$ cat src/rtl/sub_operand_sequencer.sv
// Captures X then Y from a shared bus on load edges and registers the subtractor result.
// Define SUB_BORROW_FLAG_EN to register an unsigned borrow flag alongside the result.
module sub_operand_sequencer #(
    parameter int WIDTH = 8
) (
    input  logic             clk,
    input  logic             rst_n,
    input  logic [WIDTH-1:0] din,
    input  logic             load,
    input  logic             clr,
    output logic [WIDTH-1:0] x_out,
    output logic [WIDTH-1:0] y_out,
    input  logic [WIDTH-1:0] res_in,
    output logic [WIDTH-1:0] result_q,
    output logic             borrow,
    output logic             busy,
    output logic             done,
    output logic [7:0]       op_count
);

    typedef enum logic [1:0] {
        IDLE,
        WAIT_Y,
        CALC,
        DONE
    } state_t;

    state_t           state_q;
    logic             load_prev_q;
    logic [WIDTH-1:0] x_q;
    logic [WIDTH-1:0] y_q;
    logic [WIDTH-1:0] res_q;
    logic             busy_q;
    logic             done_q;
    logic [7:0]       cnt_q;
    logic [7:0]       cnt_d;
    logic             load_edge;

    assign load_edge = load & ~load_prev_q;
    assign cnt_d     = cnt_q + 8'd1;

    // load_prev resets high so a strobe held through reset release is not an edge
    always_ff @(posedge clk) begin
        if (!rst_n) begin
            state_q     <= IDLE;
            load_prev_q <= 1'b1;
            x_q         <= '0;
            y_q         <= '0;
            res_q       <= '0;
            busy_q      <= 1'b0;
            done_q      <= 1'b0;
            cnt_q       <= 8'd0;
        end else begin
            load_prev_q <= load;
            if (clr) begin
                state_q <= IDLE;
                busy_q  <= 1'b0;
                done_q  <= 1'b0;
            end else begin
                unique case (state_q)
                    IDLE: begin
                        if (load_edge) begin
                            x_q     <= din;
                            busy_q  <= 1'b1;
                            state_q <= WAIT_Y;
                        end
                    end
                    WAIT_Y: begin
                        if (load_edge) begin
                            y_q     <= din;
                            state_q <= CALC;
                        end
                    end
                    CALC: begin
                        res_q   <= res_in;
                        cnt_q   <= cnt_d;
                        busy_q  <= 1'b0;
                        done_q  <= 1'b1;
                        state_q <= DONE;
                    end
                    DONE: begin
                        if (load_edge) begin
                            x_q     <= din;
                            busy_q  <= 1'b1;
                            done_q  <= 1'b0;
                            state_q <= WAIT_Y;
                        end
                    end
                    default: state_q <= IDLE;
                endcase
            end
        end
    end

`ifdef SUB_BORROW_FLAG_EN
    logic borrow_q;

    always_ff @(posedge clk) begin
        if (!rst_n) begin
            borrow_q <= 1'b0;
        end else if (!clr && state_q == CALC) begin
            borrow_q <= (x_q < y_q);
        end
    end

    assign borrow = borrow_q;
`else
    assign borrow = 1'b0;
`endif

    assign x_out    = x_q;
    assign y_out    = y_q;
    assign result_q = res_q;
    assign busy     = busy_q;
    assign done     = done_q;
    assign op_count = cnt_q;

endmodule
$ cat config.mk
export PLATFORM = sky130hd
export DESIGN_NAME = sub_operand_sequencer
export DESIGN_NICKNAME = d
export VERILOG_FILES = /design/src/rtl/sub_operand_sequencer.sv
export SDC_FILE = /design/constraint.sdc
export NUM_CORES = 1
export LEC_CHECK = 0
export ABC_AREA = 1
export BUFFER_PORTS_ARGS = -buffer_cell sky130_fd_sc_hd__buf_2
export CAP_MARGIN = 20
export CORE_MARGIN = 1.5
export CORE_UTILIZATION = 40
export CTS_CLUSTER_SIZE = 10
export DETAILED_ROUTE_END_ITERATION = 6
export PLACE_DENSITY = 0.67
export SYNTH_ARGS = -nofsm -noshare
export SYNTH_HDL_FRONTEND = slang
export SYNTH_SLANG_ARGS = --single-unit
export TNS_END_PERCENT = 50
$ cat constraint.sdc
create_clock -name clk -period 1.7 [get_ports clk]
set_clock_uncertainty 0.1 [all_clocks]
set_input_delay 0.255 -clock clk [delete_from_list [all_inputs] [get_ports clk]]
set_output_delay 0.255 -clock clk [all_outputs]
set_load 0.05 [all_outputs]
==> out/qor.csv <==
metric,value,unit
postCtsSetupBuffers,0,
die_w,63.65,um
crit_path_max_incr_delay,0.39,ns
postSynthAreaPerCell,7.664,sq um
drcViolationCount,0,
die_area,4051,sq um
min-delay-start,res_in[6],
r2r-end,x_out[0]$_SDFFE_PN0P_,
hold_buffers,0,
grt_pass1_wl,5.244,mm
n_antenna_cell,0,
cp_max_fo,8,
drtAntennaViolNets,0,
cts_sinks,37,
ys_warn_count,0,
synth_nets,217,
vias_per_cell,4.512,
p_leak,0.9463,nW
rsz0062_at_grt,false,
yosysUniqueCellTypes,19,
drv_slew,0,
fin_crit_sh,87.64,%
critPathKind,reg -> reg,
r2r-start,state_q[0]$_SDFFE_PP0P_,
die_h,63.65,um
p_per_area,974.2,nW/um^2
cts_tree,yes,
insertion_delay,0.29,ns
slowest_stage,dfxtp_1,
dr.pass1.iters,4,
synth_simple_gate_area_share,28.57,%
fillers,357,
fin_setup_tns,0,ns
drive_above_1_share,29.48,%
clk_pin_slew,0.08,ns
fin_crit,1.490,ns
syn_inst,192,
ys_seq_area_share,50.34,%
whs,0.07933,ns
grt_max_degree,23,
synth_top_family_by_area,simple AND/OR/NAND/NOR gates,
setup-violations-final,0,
area_growth,29.85,%
synth_mux_area_share,0,%
rrSetupSlack,0.21,ns
synth-xor-area-share,0,%
crit_path_end_kind,flip-flop,
overflow,0,
post_cts_resized,0,
vdd_ir_drop_max,643.0,uV
pre_cts_ws,0.1464,ns
max_cap_viol_count,0,
reg2reg_depth,5,
status,"finished, final reports clean",
ys_ff_latch,37,
syn_area,1471,sq um
synth_compound_area_share,11.90,%
cp_data_arrival_time,1.58,ns
hold_path_depth,3,
port_buffers,53,
nNetsFinal,275,
final_common_cell,nor2_1,
core_area,3442,sq um
htree_levels,2,
drt_iter0_drc,65,
hp-class,in -> reg,
cp_cell_sequence,inv_1 > ha_1 > nand3_2 > o21ai_0 > nor2_1,
placementRows,21,
final_area,1911,sq um
fin_ws,0.2102,ns
cts_root_buffer,clkbuf_8,
cts_buffers,5,
dp.final_hpwl,2.195,mm
initial_utilization,42.75,%
finalPower,1.861,mW
cp.required,1.79,ns
hold_end,result_q[6]$_SDFFE_PN0P_,
grt_antenna_before_repair,0,
num_vias,1340,
post_drt_wl_per_cell,10.04,um
layout_common_cells,"nor2_1, buf_2, dfxtp_1",
yosys.area_share.adder,4.252,%
hold_viol,0,
grt_pass1_vias,1178,
ios,55,
gp_congestion,0.8768,
cts_buffer_depth,2,
place_area,1793,sq um
start_kind,flip-flop,
track_usage,16.80,%
totalWireLength,2.983,mm
fmax,0.6712,GHz
cell usage after synthesis:
master | count | area [sq um]
nor2_1 | 68 | 255.2
o21ai_0 | 29 | 145.1
nor2_4 | 2 | 22.52
clkinv_1 | 1 | 3.750
nand3_4 | 1 | 17.52
nor2_8 | 1 | 20.02
buf_4 | 1 | 7.510
nand2_2 | 1 | 6.260
a21oi_1 | 6 | 30.03
clkbuf_1 | 3 | 11.26
and3_1 | 1 | 6.260
dfxtp_1 | 37 | 740.7
conb_1 | 1 | 3.750
inv_1 | 7 | 26.28
nand3_1 | 5 | 25.02
nand2_1 | 18 | 67.56
ha_1 | 5 | 62.56
clkbuf_2 | 1 | 5.000
inv_2 | 4 | 15.01
logic make-up (layout without fill, tap and decap cells):
| family | count (synthesis) | count (layout) |
|---|---|---|
| and+or+nand+nor | 97 | 97 |
| AOI/OAI and AO/OA | 35 | 35 |
| adders and majority gates | 5 | 5 |
| DFF | 37 | 37 |
| other | 1 | 1 |
| buffers and inverters | 17 | 76 |
per-stage QoR:
stage	instances	utilization (%)
2_1_floorplan	192	-
3_3_place_gp	289	52.09
3_5_place_dp	289	52.09
4_1_cts	297	55.36
5_1_grt	297	55.51
6_report	297	55.51
how the worst max path moves through the flow:
stage | from | to
floorplan | op_count[1]$_SDFFE_PN0P_ | op_count[4]$_SDFFE_PN0P_
global placement | state_q[0]$_SDFFE_PP0P_ | x_out[2]$_SDFFE_PN0P_
detailed placement | state_q[0]$_SDFFE_PP0P_ | x_out[0]$_SDFFE_PN0P_
CTS | state_q[0]$_SDFFE_PP0P_ | x_out[5]$_SDFFE_PN0P_
global route | state_q[0]$_SDFFE_PP0P_ | result_q[3]$_SDFFE_PN0P_
finish | state_q[0]$_SDFFE_PP0P_ | x_out[0]$_SDFFE_PN0P_
where the power goes:
group,switching (mW),internal [mW]
sequential,0.0137,0.888
combinational,0.142,0.0599
clock,0.319,0.439
total,0.474,1.39
layer usage:
layer	vias to the layer above	GRT usage (%)	routed length, um
li1	723	-	-
met1	561	21.89	1475
met2	50	23.55	1183
met3	6	7.321	268
met4	0	8.152	56
met5	-	0	0
layout make-up:
type	count	area (sq um)	share of cell area, %
Timing Repair Buffer	56	287.8	15.06
Clock inverter	3	43.79	2.292
Clock buffer	5	68.82	3.602
Multi-Input combinational cell	138	666.9	34.91
Tap cell	46	57.56	3.012
Sequential cell	37	740.7	38.77
Inverter	12	45.04	2.358
flip-flops by register name, summed over array words and instances, names as in the netlist:
register	count
busy	1
done	1
load_prev_q	1
op_count	8
result_q	8
state_q	2
x_out	8
y_out	8
worst max-delay path, delay by kind of cell, from the launching register on:
family,cells,cell delay [ns]
buf+inv,1,0.07
fa+ha+maj,1,0.37
simple gates,2,0.23
compound gates,1,0.23
flops,1,0.39
Note: power is estimated with default switching activity, not from simulation.
